## config.mk

```make
export PLATFORM = sky130hd
export DESIGN_NAME = mux_scan_sequencer
export DESIGN_NICKNAME = d
export VERILOG_FILES = /design/src/rtl/mux_scan_pkg.sv /design/src/rtl/scan_dwell_timer.sv /design/src/rtl/mux_scan_sequencer.sv
export SDC_FILE = /design/constraint.sdc
export NUM_CORES = 1
export LEC_CHECK = 0
export ABC_CLOCK_PERIOD_IN_PS = 5500
export CORE_ASPECT_RATIO = 0.6
export CORE_MARGIN = 2
export CORE_UTILIZATION = 55
export CTS_CLUSTER_SIZE = 14
export DETAILED_ROUTE_END_ITERATION = 10
export GPL_TIMING_DRIVEN = 0
export PLACE_DENSITY_LB_ADDON = 0.12
export SYNTH_ARGS = -nofsm -noshare
export SYNTH_HDL_FRONTEND = slang
export SYNTH_SLANG_ARGS = --single-unit
```

## constraint.sdc

```tcl
create_clock -name clk -period 5.5 [get_ports clk]
set_input_delay 0.55 -clock clk [delete_from_list [all_inputs] [get_ports clk]]
set_output_delay 0.55 -clock clk [all_outputs]
set_load 0.02 [all_outputs]
```

## src/rtl/mux_scan_pkg.sv

```systemverilog
// Shared types and constants for the analog mux scan sequencer.
//   state_e : scan FSM states
//   ADDR_W  : channel address width (two 3-bit mux levels)
//   SEL_W   : select width of one 8:1 mux level
package mux_scan_pkg;

    localparam int ADDR_W = 6;
    localparam int SEL_W  = 3;

    typedef enum logic [1:0] {
        IDLE    = 2'd0,
        SETTLE  = 2'd1,
        CONVERT = 2'd2,
        NEXT    = 2'd3
    } state_e;

endpackage

```

## src/rtl/scan_dwell_timer.sv

```systemverilog
// Loadable down-counter shared by the settle and conversion-timeout phases.
//   clk, rst_n  : clock, asynchronous active-low reset
//   load_i      : load load_val_i on this edge (takes priority over counting)
//   load_val_i  : number of cycles to count
//   tc_o        : high during the last counted cycle (count == 1)
// Loading N makes tc_o high exactly N cycles after the load edge, so the
// consumer acts on the N-th edge. The counter parks at zero when idle.
module scan_dwell_timer #(
    parameter int CNT_W = 16
) (
    input  logic             clk,
    input  logic             rst_n,
    input  logic             load_i,
    input  logic [CNT_W-1:0] load_val_i,
    output logic             tc_o
);

    logic [CNT_W-1:0] cnt_q, cnt_d;

    always_comb begin
        cnt_d = cnt_q;
        if (load_i) begin
            cnt_d = load_val_i;
        end else if (cnt_q != '0) begin
            cnt_d = cnt_q - 1'b1;
        end
    end

    always_ff @(posedge clk or negedge rst_n) begin
        if (!rst_n) begin
            cnt_q <= '0;
        end else begin
            cnt_q <= cnt_d;
        end
    end

    assign tc_o = (cnt_q == CNT_W'(1));

endmodule

```

## src/rtl/mux_scan_sequencer.sv

```systemverilog
// Scan engine for the three-level 8:1 analog mux tree. Steps cur_addr over
// [ch_first .. ch_last] (6-bit wrap), settles, fires one ADC conversion per
// channel and waits for adc_done or a timeout.
//   start_i/stop_i          : scan control pulses (stop wins)
//   continuous_i, ch_first_i, ch_last_i, bank_i : config, latched at start
//   adc_done_i / adc_start_o: ADC handshake
//   F1/F2/F3_8ADD_{A,B,C}_o : mux selects (cur_addr[2:0], cur_addr[5:3], bank)
//   cur_addr_o, busy_o, ch_valid_o, frame_done_o, timeout_err_o : status
module mux_scan_sequencer
    import mux_scan_pkg::*;
#(
    parameter int SETTLE_CYCLES = 1000,
    parameter int ADC_TIMEOUT   = 4096,
    parameter int CNT_W         = 16
) (
    input  logic              clk,
    input  logic              rst_n,
    input  logic              start_i,
    input  logic              stop_i,
    input  logic              continuous_i,
    input  logic [ADDR_W-1:0] ch_first_i,
    input  logic [ADDR_W-1:0] ch_last_i,
    input  logic [SEL_W-1:0]  bank_i,
    input  logic              adc_done_i,
    output logic              adc_start_o,
    output logic              F1_8ADD_A_o,
    output logic              F1_8ADD_B_o,
    output logic              F1_8ADD_C_o,
    output logic              F2_8ADD_A_o,
    output logic              F2_8ADD_B_o,
    output logic              F2_8ADD_C_o,
    output logic              F3_8ADD_A_o,
    output logic              F3_8ADD_B_o,
    output logic              F3_8ADD_C_o,
    output logic [ADDR_W-1:0] cur_addr_o,
    output logic              busy_o,
    output logic              ch_valid_o,
    output logic              frame_done_o,
    output logic              timeout_err_o
);

    state_e            state_q, state_d;
    logic [ADDR_W-1:0] cur_addr_q, cur_addr_d;
    logic [ADDR_W-1:0] first_q, first_d;
    logic [ADDR_W-1:0] last_q, last_d;
    logic [SEL_W-1:0]  bank_q, bank_d;
    logic              cont_q, cont_d;
    logic              stop_pend_q, stop_pend_d;
    logic              adc_start_q, adc_start_d;
    logic              ch_valid_q, ch_valid_d;
    logic              frame_done_q, frame_done_d;
    logic              timeout_err_q, timeout_err_d;

    logic              tmr_load;
    logic [CNT_W-1:0]  tmr_val;
    logic              tmr_tc;

    scan_dwell_timer #(.CNT_W(CNT_W)) u_dwell (
        .clk        (clk),
        .rst_n      (rst_n),
        .load_i     (tmr_load),
        .load_val_i (tmr_val),
        .tc_o       (tmr_tc)
    );

    always_comb begin
        state_d       = state_q;
        cur_addr_d    = cur_addr_q;
        first_d       = first_q;
        last_d        = last_q;
        bank_d        = bank_q;
        cont_d        = cont_q;
        stop_pend_d   = stop_pend_q;
        adc_start_d   = 1'b0;
        ch_valid_d    = 1'b0;
        frame_done_d  = 1'b0;
        timeout_err_d = timeout_err_q;
        tmr_load      = 1'b0;
        tmr_val       = CNT_W'(SETTLE_CYCLES);

        unique case (state_q)
            IDLE: begin
                stop_pend_d = 1'b0;
                if (start_i && !stop_i) begin
                    first_d       = ch_first_i;
                    last_d        = ch_last_i;
                    bank_d        = bank_i;
                    cont_d        = continuous_i;
                    cur_addr_d    = ch_first_i;
                    timeout_err_d = 1'b0;
                    tmr_load      = 1'b1;
                    state_d       = SETTLE;
                end
            end
            SETTLE: begin
                if (stop_i) begin
                    state_d = IDLE;
                end else if (tmr_tc) begin
                    adc_start_d = 1'b1;
                    tmr_load    = 1'b1;
                    tmr_val     = CNT_W'(ADC_TIMEOUT);
                    state_d     = CONVERT;
                end
            end
            CONVERT: begin
                // A stop here must let the running conversion finish.
                if (stop_i) begin
                    stop_pend_d = 1'b1;
                end
                // Done in the same cycle as the timeout counts as done.
                if (adc_done_i || tmr_tc) begin
                    ch_valid_d   = adc_done_i;
                    frame_done_d = (cur_addr_q == last_q);
                    if (!adc_done_i) begin
                        timeout_err_d = 1'b1;
                    end
                    state_d = (stop_i || stop_pend_q) ? IDLE : NEXT;
                end
            end
            NEXT: begin
                if (stop_i) begin
                    state_d = IDLE;
                end else if (cur_addr_q == last_q) begin
                    if (cont_q) begin
                        cur_addr_d = first_q;
                        tmr_load   = 1'b1;
                        state_d    = SETTLE;
                    end else begin
                        state_d = IDLE;
                    end
                end else begin
                    cur_addr_d = cur_addr_q + 1'b1;
                    tmr_load   = 1'b1;
                    state_d    = SETTLE;
                end
            end
            default: state_d = IDLE;
        endcase
    end

    always_ff @(posedge clk or negedge rst_n) begin
        if (!rst_n) begin
            state_q       <= IDLE;
            cur_addr_q    <= '0;
            first_q       <= '0;
            last_q        <= '0;
            bank_q        <= '0;
            cont_q        <= 1'b0;
            stop_pend_q   <= 1'b0;
            adc_start_q   <= 1'b0;
            ch_valid_q    <= 1'b0;
            frame_done_q  <= 1'b0;
            timeout_err_q <= 1'b0;
        end else begin
            state_q       <= state_d;
            cur_addr_q    <= cur_addr_d;
            first_q       <= first_d;
            last_q        <= last_d;
            bank_q        <= bank_d;
            cont_q        <= cont_d;
            stop_pend_q   <= stop_pend_d;
            adc_start_q   <= adc_start_d;
            ch_valid_q    <= ch_valid_d;
            frame_done_q  <= frame_done_d;
            timeout_err_q <= timeout_err_d;
        end
    end

    assign {F1_8ADD_C_o, F1_8ADD_B_o, F1_8ADD_A_o} = cur_addr_q[2:0];
    assign {F2_8ADD_C_o, F2_8ADD_B_o, F2_8ADD_A_o} = cur_addr_q[5:3];
    assign {F3_8ADD_C_o, F3_8ADD_B_o, F3_8ADD_A_o} = bank_q;

    assign cur_addr_o    = cur_addr_q;
    assign busy_o        = (state_q != IDLE);
    assign adc_start_o   = adc_start_q;
    assign ch_valid_o    = ch_valid_q;
    assign frame_done_o  = frame_done_q;
    assign timeout_err_o = timeout_err_q;

endmodule

```

==> run_results.csv <==
group,metric,value,unit
outcome,run_status,"finished, final reports clean",
cts,cts_inserted_buffers,5,
finish,fillers,334,
critical_path,worst-endpoint-required,5.68,ns
cts,cts_buffer_depth,2,
sta,totalNegativeSetupSlack,0,ns
yosys,largest_area_contributor_in_the_synthesized_netlist,"dfrtp_1",
critical_path,end_kind,"register",
routing,vias,2116,
routing,maxUsedRoutingLayer,"met4",
pwr,sw_ratio,0.3423,
yosys,yosys_most_used_dff,"dfrtp_1",
die,die_width,90.30,um
place,placement.io_buffers,40,
die,die-area,5036,um2
sta,final_max_slew_viol_count,0,
cts,postCtsSetupRepairBufs,0,
routing,postRouteAntennaNets,0,
yosys,postSynthNetCount,286,
cts,worstSkewPairLatency,0.30,ns
yosys,async_reset_ff_frac,1.000,
cts,clock_tree_from_tritoncts,"yes",
routing,drt_wl_total,5.733,mm
cts,cts-root-buf,"clkbuf_8",
routing,drt_pass1_iterations,5,
pwr,cell_internal_pwr,756.0,uW
sta,hold_viol_final,0,
yosys,synth_sequential_area_ratio,0.4582,
cts,cts_hold_buffers,0,
pwr,seqPwrFrac,0.426,
cts,cts_sink_cnt,45,
finish,multiInputGateArea,1212,um2
sta,share_of_the_clock_period_used_by_the_worst_path_after_layout,0.4627,
yosys,netlist_area,2457,um2
sta,finalSetupViolations,0,
critical_path,worst-endpoint-arrival,2.72,ns
yosys,netlist_top_cells_count,"nand2_1, dfrtp_1, nor2_1",
yosys,synth_cell_type_count,57,
routing,m1WireLength,2.987,mm
global_route,globalRoute.totalOverflow,0,
yosys,synth_most_common_cell,"nand2_1",
min_path,worst_hold_path_type,"in -> async",
global_route,first_pass_grt_wire_length,9.666,mm
finish,design.final.nets,334,
yosys,ys_seq_elements,45,
yosys,edff_count_synth,0,
routing,met3_length,384,um
yosys,synth_largest_type_area_fraction,0.4582,
routing,iteration_0_drc_markers,188,
sta,max-slew-margin-rel,0.5776,
critical_path,reg2reg_slack,3.19,ns
routing,detail_route.vias_per_cell,5.704,
pwr,power.switching,393.5,uW
yosys,synth.yosys.warnings,0,
pwr,leakagePower,1.347,nW
critical_path,criticalPathCategory,"in -> reg",
die,floorplan.core_area,4189,um2
critical_path,critical_path_peak_fanout,10,
cts,post_cts_sizing_count,0,
pwr,proportion_of_power_drawn_by_the_clock_network,0.260,
pwr,power.density_cell_area,373.0,nW/um2
sta,tightestPinTransition,0.6323,ns
cts,cts.reportedPaths.clkPinSlew,0.09,ns
die,top_level_ports,41,
pwr,ir_worst_vdd,205.8,uV
yosys,synth_top_cells_by_area,"dfrtp_1, nand2_1, nor2_1",
place,globalplace.congestion,0.8539,
die,placement_rows,18,
job,timing.max_cap.violations,0,
finish,final_layout_size_suffix_gt1_frac,0.1222,
routing,number_of_drc_violations_after_detailed_routing,0,
die,floorplan.initialDensity,0.5866,
critical_path,critPathLaunchType,"primary input",
die,die_height,55.78,um
global_route,total_global_routing_track_utilization,0.2436,
sta,clock-skew-final,0.006556,ns
finish,synthToLayoutAreaGrowth,25.41,%
routing,length_of_routed_met2_wiring,2.288,mm
finish,antenna_cells,0,
cts,ctsHtreeMaxLevel,2,
global_route,antenna_found_initial,0,
pwr,share_comb_of_total_power,0.314,
sta,fmaxAchievable,392.9,MHz
yosys,synthCells,262,
global_route,via_count_of_the_first_global_routing_pass,1911,
sta,finalCriticalPeriod,2.545,ns
sta,grt_setup_unrepaired,"no",
finish,register_area,1126,um2
finish,finalCoreUtilization,0.7357,
routing,avgRoutedWirePerCell,15.45,um
global_route,grt_start_max_net_pins,26,
yosys,postSynthAreaPerCell,9.379,um2
place,hpwlAfterDp,4.227,mm
-- critical path, cell delays in order --
cell,delay (ns)
clkdlybuf4s50_1,0.57
nor4b_4,0.48
nor2_1,0.16
a311o_1,0.39
buf_4,0.18
o21ai_4,0.29
nor2_1,0.09
-- metal layers --
| metal | track usage | vias to the layer above |
|---|---|---|
| met5 | 0 | - |
| met4 | 0.08132 | 0 |
| met3 | 0.05014 | 8 |
| met2 | 0.3319 | 95 |
| met1 | 0.3822 | 1004 |
| li1 | - | 1009 |
-- layout make-up --
| class | count | area share |
|---|---|---|
| inverter | 8 | 0.009744 |
| tap | 60 | 0.02436 |
| buffer | 14 | 0.02883 |
| multi-input combinational | 195 | 0.3934 |
| timing repair buffer | 41 | 0.1348 |
| clock inverter | 3 | 0.02111 |
| clock buffer | 5 | 0.02233 |
| sequential | 45 | 0.3654 |
-- power by group through the flow --
stage	clock network [mW]	registers (mW)	logic [mW]
final	0.299	0.490	0.361
after global routing	0.315	0.500	0.400
after CTS	0.300	0.488	0.360
after detailed placement	0	0.493	0.356
after global placement	0	0.487	0.348
after floorplan	0	0.489	0.229
-- flip-flops by register name, summed over array words and instances (netlist names) --
register       count
ch_valid_o         1
bank_q             3
first_q            6
adc_start_o        1
last_q             6
u_dwell.cnt_q     16
cont_q             1
cur_addr_o         6
frame_done_o       1
state_q            2
timeout_err_o      1
stop_pend_q        1
-- cell usage in the layout (no fill, tap or decap), types with 2 or more instances in the layout --
cell	instances
a41oi_1	4
o211ai_1	2
a21oi_1	9
or4_1	3
bufinv_16	2
nor3_1	5
xnor2_1	8
inv_1	8
dfrtp_1	45
clkbuf_8	5
clkdlybuf4s50_1	39
nor4_1	2
o21ai_0	13
mux2i_1	4
a211oi_1	2
buf_2	2
xor2_1	9
nor2_1	21
nor4_2	3
and3_1	2
nand2_1	56
buf_4	9
ha_1	3
clkbuf_1	3
nand3_1	15
-- final timing paths --
| kind | start | endpoint | cells past startpoint |
|---|---|---|---|
| min in group clk | bank_q[0]$_DFFE_PN0P_ | bank_q[0]$_DFFE_PN0P_ | 2 |
| worst max-delay path | start_i | u_dwell.cnt_q[14]$_DFFE_PN0P_ | 7 |
| worst max register to register | cur_addr_o[4]$_DFFE_PN0P_ | cur_addr_o[0]$_DFFE_PN0P_ | 5 |
| worst min register to register | bank_q[0]$_DFFE_PN0P_ | bank_q[0]$_DFFE_PN0P_ | 2 |
| max in group asynchronous | rst_n | u_dwell.cnt_q[6]$_DFFE_PN0P_ | 2 |
| worst min-delay path | rst_n | u_dwell.cnt_q[2]$_DFFE_PN0P_ | 1 |
-- cell families (layout without fill, tap and decap cells) --
kind of cell / count (synthesis) / in the layout / share of synthesized area
fa+ha+maj: 3 / 3 / 0.01528
flops: 45 / 45 / 0.4582
xor+xnor: 17 / 17 / 0.06059
buf+inv: 22 / 71 / 0.04836
simple gates: 128 / 128 / 0.2734
compound gates: 42 / 42 / 0.1232
mux: 5 / 5 / 0.02088
-- per-stage QoR --
step / instances / area, um2 / setup WS, ns / power, mW / hold WS (ns)
4_1_cts: 371 / 3082 / 2.963 / 1.148 / 0.2143
3_3_place_gp: 362 / 2933 / 2.657 / 0.8343 / 0.4580
2_1_floorplan: 262 / 2457 / 3.458 / 0.7176 / 0.2544
3_5_place_dp: 363 / 2948 / 2.658 / 0.8490 / 0.4631
6_report: 371 / 3082 / 2.955 / 1.149 / 0.2031
5_1_grt: 371 / 3082 / 2.826 / 1.215 / 0.2351
Note: power is estimated with default switching activity, not from simulation.
